`src/rtl/alu_op_sequencer_if.sv`:
```
// Request/response channel between a requester and the ALU op sequencer.
interface alu_op_sequencer_if #(
  parameter int unsigned WIDTH = 16
);
  logic             req_valid;
  logic             req_ready;
  logic [WIDTH-1:0] req_a;
  logic [WIDTH-1:0] req_b;
  logic [2:0]       req_op;
  logic             rsp_valid;
  logic             rsp_ready;
  logic [WIDTH-1:0] rsp_r;
  logic [3:0]       rsp_flags;

  modport master (
    output req_valid, req_a, req_b, req_op, rsp_ready,
    input  req_ready, rsp_valid, rsp_r, rsp_flags
  );

  modport slave (
    input  req_valid, req_a, req_b, req_op, rsp_ready,
    output req_ready, rsp_valid, rsp_r, rsp_flags
  );
endinterface

```
`src/rtl/alu_op_sequencer.sv`:
```
// Sequencer that registers operands onto a combinational ALU, waits a fixed
// settle time, captures the result/flags and returns them over a handshake.
module alu_op_sequencer #(
  parameter int unsigned WIDTH         = 16,
  parameter int unsigned SETTLE_CYCLES = 2
) (
  input  logic             clk,
  input  logic             reset,
  alu_op_sequencer_if.slave bus,
  output logic [WIDTH-1:0] alu_a,
  output logic [WIDTH-1:0] alu_b,
  output logic [2:0]       alu_op,
  input  logic [WIDTH-1:0] alu_r,
  input  logic             alu_c_out,
  input  logic             alu_overflow,
  input  logic             alu_zero,
  output logic [2:0]       status,
  output logic [15:0]      op_count
);

  typedef enum logic [1:0] {
    S_IDLE,
    S_SETTLE,
    S_RESP
  } state_t;

  localparam logic [3:0] CNT_LOAD = 4'(SETTLE_CYCLES - 1);

  state_t           state_q, state_d;
  logic [3:0]       cnt_q, cnt_d;
  logic [WIDTH-1:0] alu_a_q, alu_a_d;
  logic [WIDTH-1:0] alu_b_q, alu_b_d;
  logic [2:0]       alu_op_q, alu_op_d;
  logic [WIDTH-1:0] rsp_r_q, rsp_r_d;
  logic [3:0]       rsp_flags_q, rsp_flags_d;
  logic [2:0]       status_q, status_d;
  logic [15:0]      op_count_q, op_count_d;
  logic             op_legal;

  // Decode the opcodes the ALU actually implements.
  always_comb begin
    op_legal = bus.req_op inside {3'b000, 3'b001, 3'b010, 3'b110};
  end

  // State register.
  always_ff @(posedge clk) begin
    if (reset) state_q <= S_IDLE;
    else       state_q <= state_d;
  end

  // Next-state logic: illegal ops skip the settle wait and answer at once.
  always_comb begin
    state_d = state_q;
    case (state_q)
      S_IDLE:   if (bus.req_valid) state_d = op_legal ? S_SETTLE : S_RESP;
      S_SETTLE: if (cnt_q == '0)   state_d = S_RESP;
      S_RESP:   if (bus.rsp_ready) state_d = S_IDLE;
      default:  state_d = S_IDLE;
    endcase
  end

  // Outputs: handshake flags follow the state, data comes from registers.
  always_comb begin
    bus.req_ready = (state_q == S_IDLE);
    bus.rsp_valid = (state_q == S_RESP);
    bus.rsp_r     = rsp_r_q;
    bus.rsp_flags = rsp_flags_q;
    alu_a         = alu_a_q;
    alu_b         = alu_b_q;
    alu_op        = alu_op_q;
    status        = status_q;
    op_count      = op_count_q;
  end

  // Datapath next values; ALU drive only changes on a legal accept so the
  // ALU inputs stay put while the result is being captured.
  always_comb begin
    cnt_d       = cnt_q;
    alu_a_d     = alu_a_q;
    alu_b_d     = alu_b_q;
    alu_op_d    = alu_op_q;
    rsp_r_d     = rsp_r_q;
    rsp_flags_d = rsp_flags_q;
    status_d    = status_q;
    op_count_d  = op_count_q;
    if (state_q == S_IDLE && bus.req_valid) begin
      if (op_legal) begin
        alu_a_d  = bus.req_a;
        alu_b_d  = bus.req_b;
        alu_op_d = bus.req_op;
        cnt_d    = CNT_LOAD;
      end else begin
        rsp_r_d     = '0;
        rsp_flags_d = 4'b1000;
      end
    end
    if (state_q == S_SETTLE) begin
      if (cnt_q == '0) begin
        rsp_r_d     = alu_r;
        rsp_flags_d = {1'b0, alu_c_out, alu_overflow, alu_zero};
        status_d    = {alu_c_out, alu_overflow, alu_zero};
        op_count_d  = op_count_q + 16'd1;
      end else begin
        cnt_d = cnt_q - 4'd1;
      end
    end
  end

  // Datapath registers.
  always_ff @(posedge clk) begin
    if (reset) begin
      cnt_q       <= '0;
      alu_a_q     <= '0;
      alu_b_q     <= '0;
      alu_op_q    <= '0;
      rsp_r_q     <= '0;
      rsp_flags_q <= '0;
      status_q    <= '0;
      op_count_q  <= '0;
    end else begin
      cnt_q       <= cnt_d;
      alu_a_q     <= alu_a_d;
      alu_b_q     <= alu_b_d;
      alu_op_q    <= alu_op_d;
      rsp_r_q     <= rsp_r_d;
      rsp_flags_q <= rsp_flags_d;
      status_q    <= status_d;
      op_count_q  <= op_count_d;
    end
  end

endmodule

```
`src/flat_wrapper.sv`:
```
// flat-port wrapper written by rule: the top's interface ports become plain ports
module alu_op_sequencer_flat 
#(
  parameter int unsigned WIDTH         = 16,
  parameter int unsigned SETTLE_CYCLES = 2
)
  (clk, reset, alu_a, alu_b, alu_op, alu_r, alu_c_out, alu_overflow, alu_zero, status, op_count, bus_req_valid, bus_req_a, bus_req_b, bus_req_op, bus_rsp_ready, bus_req_ready, bus_rsp_valid, bus_rsp_r, bus_rsp_flags);
  alu_op_sequencer_if #(.WIDTH(WIDTH)) bus_i ();
  input  logic clk;
  input  logic reset;
  output logic [WIDTH-1:0] alu_a;
  output logic [WIDTH-1:0] alu_b;
  output logic [2:0] alu_op;
  input  logic [WIDTH-1:0] alu_r;
  input  logic alu_c_out;
  input  logic alu_overflow;
  input  logic alu_zero;
  output logic [2:0] status;
  output logic [15:0] op_count;
  input wire logic [$bits(bus_i.req_valid)-1:0] bus_req_valid;
  input wire logic [$bits(bus_i.req_a)-1:0] bus_req_a;
  input wire logic [$bits(bus_i.req_b)-1:0] bus_req_b;
  input wire logic [$bits(bus_i.req_op)-1:0] bus_req_op;
  input wire logic [$bits(bus_i.rsp_ready)-1:0] bus_rsp_ready;
  output wire logic [$bits(bus_i.req_ready)-1:0] bus_req_ready;
  output wire logic [$bits(bus_i.rsp_valid)-1:0] bus_rsp_valid;
  output wire logic [$bits(bus_i.rsp_r)-1:0] bus_rsp_r;
  output wire logic [$bits(bus_i.rsp_flags)-1:0] bus_rsp_flags;
  assign bus_i.req_valid = bus_req_valid;
  assign bus_i.req_a = bus_req_a;
  assign bus_i.req_b = bus_req_b;
  assign bus_i.req_op = bus_req_op;
  assign bus_i.rsp_ready = bus_rsp_ready;
  assign bus_req_ready = bus_i.req_ready;
  assign bus_rsp_valid = bus_i.rsp_valid;
  assign bus_rsp_r = bus_i.rsp_r;
  assign bus_rsp_flags = bus_i.rsp_flags;
  alu_op_sequencer #(.WIDTH(WIDTH), .SETTLE_CYCLES(SETTLE_CYCLES)) u_core (.clk(clk), .reset(reset), .bus(bus_i), .alu_a(alu_a), .alu_b(alu_b), .alu_op(alu_op), .alu_r(alu_r), .alu_c_out(alu_c_out), .alu_overflow(alu_overflow), .alu_zero(alu_zero), .status(status), .op_count(op_count));
endmodule
```
`config.mk`:
```
export PLATFORM = sky130hd
export DESIGN_NAME = alu_op_sequencer_flat
export DESIGN_NICKNAME = d
export VERILOG_FILES = /design/src/rtl/alu_op_sequencer_if.sv /design/src/rtl/alu_op_sequencer.sv /design/src/flat_wrapper.sv
export SDC_FILE = /design/constraint.sdc
export NUM_CORES = 1
export LEC_CHECK = 0
export ABC_CLOCK_PERIOD_IN_PS = 2220
export CAP_MARGIN = 10
export CORE_MARGIN = 3
export CORE_UTILIZATION = 42
export DETAILED_ROUTE_END_ITERATION = 10
export PLACE_DENSITY = 0.8
export REMOVE_ABC_BUFFERS = 1
export SLEW_MARGIN = 40
export SYNTH_ARGS = -nofsm -noshare
export SYNTH_HDL_FRONTEND = slang
export SYNTH_SLANG_ARGS = --single-unit
```
`constraint.sdc`:
```
create_clock -name clk -period 2.22 [get_ports clk]
set_input_delay 0.333 -clock clk [delete_from_list [all_inputs] [get_ports clk]]
set_output_delay 0.333 -clock clk [all_outputs]
set_load 0.005 [all_outputs]
```
# ---- Yosys cells after proc, flatten, opt, wreduce, memory -nomap -nowiden
# Index checks and enable logic that the tools add are counted.
dict set report op_classes {
  addsub 2
  n_eq_ne 8
  n_mux 17
  n_reduce_logical 8
}
# op n
set ops {}
lappend ops {{$mux W16} 4}
lappend ops {{$mux W4} 8}
lappend ops {{$add A16 B1 Y16 const B} 1}
lappend ops {{$mux W2} 4}
lappend ops {{$pmux W2 S3} 1}
lappend ops {{$logic_not A4 Y1} 1}
lappend ops {{$ne A2 B2 Y1 const B} 2}
lappend ops {{$reduce_and A2 Y1} 2}
lappend ops {{$reduce_bool A4 Y1} 1}
lappend ops {{$sub A4 B1 Y4 const B} 1}
lappend ops {{$eq A3 B1 Y1 const B} 1}
lappend ops {{$eq A3 B2 Y1 const B} 1}
lappend ops {{$eq A3 B3 Y1 const B} 1}
lappend ops {{$logic_not A3 Y1} 1}
lappend ops {{$reduce_and A3 Y1} 1}
lappend ops {{$eq A2 B1 Y1 const B} 1}
lappend ops {{$eq A2 B2 Y1 const B} 1}
lappend ops {{$logic_not A2 Y1} 1}
lappend ops {{$ne A2 B1 Y1 const B} 1}
lappend ops {{$logic_and A1 B1 Y1} 1}
dict set report word_totals {
  reg_bits 80
  inputBits 58
}

# ---- Longest topological paths before layout
# Gate-level depths: netlist (run 1).
dict set report depth {
  ltp_word 6
  depth_mapped 7
}

# ---- Least setup slack after synthesis (run 1)
# OpenSTA, ideal clock, no wires.
dict set report synth_timing {
  path_kind {reg-to-reg}
  startpoint {reg u_core.cnt_q[0]}
  endpoint {reg u_core.op_count_q[15] (netlist: u_core.op_count[15])}
  arrival_ns 1.659
  t_required_ns 2.150
  slack_ns 0.491
  path_stages_with_launch 7
  path_buffers 0
  period_less_slack_ns 1.729
  cell_sequence {dfxtp_1 > inv_1 > ha_1 > nor3b_2 > nand4_1 > or4_1 > a21oi_1}
}
dict set report synth_via {
  elab_chain_cells 2
}
# element line_no
set synth_lines {}
lappend synth_lines {{start: declaration} alu_op_sequencer.sv:30} ;# logic [3:0] cnt_q, cnt_d;
lappend synth_lines {{start signal: assignment} alu_op_sequencer.sv:121} ;# cnt_q <= cnt_d;
lappend synth_lines {{$logic_not A4 Y1} alu_op_sequencer.sv:98} ;# if (cnt_q == '0) begin
lappend synth_lines {{$reduce_and A2 Y1 (no line)} -}
lappend synth_lines {{end signal: assignment} alu_op_sequencer.sv:128} ;# op_count_q <= op_count_d;
lappend synth_lines {{end: declaration} alu_op_sequencer.sv:37} ;# logic [15:0] op_count_q, op_count_d;
# No other way between the ends.
# A chain may end at the register's enable or synchronous reset.

# ---- Worst setup path in the final report (run 1)
dict set report layout_timing {
  startpoint {reg u_core.state_q[1]}
  endpoint {out bus_rsp_valid}
}
dict set report layout_via {
  elab_chain_cells 1
}
# element line_no
set layout_lines {}
lappend layout_lines {{start: declaration} alu_op_sequencer.sv:29} ;# state_t state_q, state_d;
lappend layout_lines {{start signal: assignment} alu_op_sequencer.sv:48} ;# else state_q <= state_d;
lappend layout_lines {{$eq A2 B2 Y1} alu_op_sequencer.sv:65} ;# bus.rsp_valid = (state_q == S_RESP);
lappend layout_lines {{end: declaration} flat_wrapper.sv:26} ;# output wire logic [$bits(bus_i.rsp_valid)-1:0] bus_rsp_valid;
# No other way between the ends.

==> flow_summary.yaml, run 1 <==
status:
  status: "finished, final reports clean"
critical_path:
  start_kind: "flip-flop"
  reg2reg_from: "u_core.cnt_q[0]$_SDFF_PP0_"
  r2r_slack_ns: 0.45
  cp.arrival_ns: 1.57
  r2r_cells: 8
  path_class: "flip-flop to primary output"
  path_max_fanout: 7
  cp-end-kind: "primary output"
  crit_required_ns: 1.89
  r2r-end: "u_core.bus.rsp_flags[2]$_SDFF_PP0_"
clock_tree:
  tritoncts: "done"
  root_buffer: "clkbuf_8"
  path_clk_slew_ns: 0.08
  htreeDepth: 3
  holdBufCountCts: 0
  cts_buffers: 9
  cts_setup_buffers: 0
  clk_latency_ns: 0.35
  cts_sinks: 80
  ctsLongestPathBuffers: 2
  cts_resized: 0
cells_and_area:
  fillers: 581
  diodes: 0
  multi_input_area_um2: 1350
  syn_to_final_growth_pct: 54.6
  seq_area_um2: 1600
  fin_util: 0.681
  final_nets: 551
  drive_gt1_frac: 0.0685
sta:
  hold_slack_ns: 0.443
  hold_viol: 0
  relSlewSlack: 0.654
  setup_slack_ns: 0.320
  totalNegativeSetupSlack_ns: 0
  rsz0062_at_grt: "no"
  report.final.slew_viol_count: 0
  clock_skew_ns: 0.00978
  worst-slew-pin-transition_ns: 0.519
  fin_crit_ns: 1.90
  fmaxAchievable_ghz: 0.526
  setup_viol: 0
  period_share: 0.856
floorplanning:
  start_util: 0.441
  die_h_um: 91.3
  io_pins: 134
  core_um2: 6940
  dieArea_um2: 8340
  rows: 30
  die_w_um: 91.3
run:
  drv_cap: 0
worst_hold_path:
  worstHoldEndpoint: "u_core.bus.rsp_r[5]$_SDFF_PP0_"
  hold_start: "reset"
  hold_depth: 2
  min_path_type: "input port to flip-flop"
yosys:
  synth_top_family_by_area: "simple AND/OR/NAND/NOR gates"
  synth_cells: 360
  synthAdderAreaFrac: 0.00818
  synth_area_per_cell_um2: 8.50
  synth_most_common_cell: "nand2_1"
  synthMuxAreaShare: 0.00695
  dominantRegCellSynth: "dfxtp_1"
  synth-xor-area-share: 0.0229
  yosysUniqueCellTypes: 42
  synth_area_leader_cell: "dfxtp_1"
  async_reset_ff_frac: 0
  synth_compound_area_frac: 0.156
  synth_edf_count: 0
  synth_top_area_share: 0.524
  synth-simple-area-share: 0.248
  ys_seq_area_frac: 0.524
  ys_warn_count: 0
  netlist_top_cells_count: "nand2_1 (89), dfxtp_1 (80), a21oi_1 (52), nor2_1 (28)"
  synth_area_leaders: "dfxtp_1 (52%), nand2_1 (11%), a21oi_1 (8.5%), a22oi_1 (3.9%), nor2_1 (3.4%)"
  ys_seq_elements: 80
  syn_area_um2: 3060
global_route:
  grt_pass1_vias: 2846
  grt_pass1_wl_mm: 13.2
  overflow: 0
  antenna_found_initial: 0
  grt_max_degree: 55
  grt_usage: 0.192
drt:
  num_vias: 2966
  postRouteAntennaNets: 0
  drtIter0Drc: 148
  drc_errors: 0
  first_pass_iters: 4
  wl_mm: 8.09
  post_drt_wl_per_cell_um: 13.7
  post_drt_via_cell_ratio: 5.01
power_and_ir_drop:
  peakVddDrop_uv: 403
  powerDensity_nw_per_um2: 672
  totalPowerFinal_mw: 3.18
  p_leak_nw: 1.67
place:
  io_buffers: 133
  dp_hpwl_mm: 5.77
  globalplace.congestion: 0.779
  pre_cts_slack_ns: 0.281
==> placed cells by master, fill, tap and decap left out, types with 4 or more instances in the layout <==
| cell | count |
|---|---|
| o31ai_1 | 4 |
| or4_1 | 5 |
| a21oi_1 | 52 |
| clkbuf_8 | 10 |
| a22oi_1 | 16 |
| nand2_1 | 89 |
| xor2_1 | 5 |
| dfxtp_1 | 80 |
| nor2_1 | 28 |
| buf_4 | 7 |
| inv_1 | 4 |
| nand3_1 | 8 |
| clkdlybuf4s50_1 | 132 |
==> flip-flops by register name, summed over array words and instances, names as in the netlist <==
name                  flops
u_core.alu_op             3
u_core.alu_b             16
u_core.bus.rsp_r         16
u_core.status             3
u_core.alu_a             16
u_core.op_count          16
u_core.bus.rsp_flags      4
u_core.state_q            2
u_core.cnt_q              4
==> layer usage <==
layer	wire length, µm	part of all wire	track usage
met3	673	0.083	0.0787
met2	3940	0.49	0.322
met1	3390	0.42	0.227
met5	0	0	0
met4	82	0.010	0.0528
==> through the flow <==
step	std cells	cell area (µm²)
after global placement	576	4510
final	592	4730
after CTS	592	4730
after floorplan	338	2970
after detailed placement	576	4510
after global routing	592	4730
==> critical path: stages, from the launching register on <==
cell,delay [ns]
dfxtp_1,0.43
nor2b_1,0.25
clkdlybuf4s50_1,0.56
==> worst max path at each step <==
stage               slack, ns                            from                            endpoint  cells after the start
global placement         0.34                   bus_req_op[1]  u_core.bus.rsp_flags[2]$_SDFF_PP0_                      6
finish                   0.32  u_core.state_q[1]$_SDFFE_PP0P_                       bus_rsp_valid                      2
global route             0.23  u_core.state_q[1]$_SDFFE_PP0P_                       bus_rsp_valid                      2
CTS                      0.31  u_core.state_q[1]$_SDFFE_PP0P_                       bus_rsp_valid                      2
floorplan                0.37  u_core.state_q[1]$_SDFFE_PP0P_          u_core.cnt_q[1]$_SDFF_PP0_                      4
detailed placement       0.28                   bus_req_op[1]  u_core.bus.rsp_flags[2]$_SDFF_PP0_                      6
==> cell families (layout without fill, tap and decap cells) <==
kind of cell	Yosys count	count (layout)
flip-flops	80	80
AO/OA/AOI/OAI	81	81
multiplexers	2	2
XOR/XNOR	8	8
buffers and inverters	26	162
AND/OR/NAND/NOR	161	161
adder cells (fa/ha/maj)	2	2
==> power breakdown <==
part / internal, mW / switching, mW / total, mW / leakage [nW]
Combinational: 0.268 / 0.193 / 0.461 / 0.913
Sequential: 1.49 / 0.0373 / 1.53 / 0.649
Clock: 0.669 / 0.518 / 1.19 / 0.107
==> final cells by class <==
type                            instances  area share
Tap cell                               96      0.0254
Sequential cell                        80       0.339
Inverter                                4     0.00317
Multi-Input combinational cell        254       0.286
Clock inverter                          4      0.0161
Timing Repair Buffer                  142       0.300
Clock buffer                           12      0.0307
No activity file was read; power rests on OpenSTA's default activity.
==> inputs of run 2 (changes only) <==
- HOLD_SLACK_MARGIN: unset -> 0.05
==> results of run 2 <==
The final DEF is identical to that of run 1; final timing and power are the same.
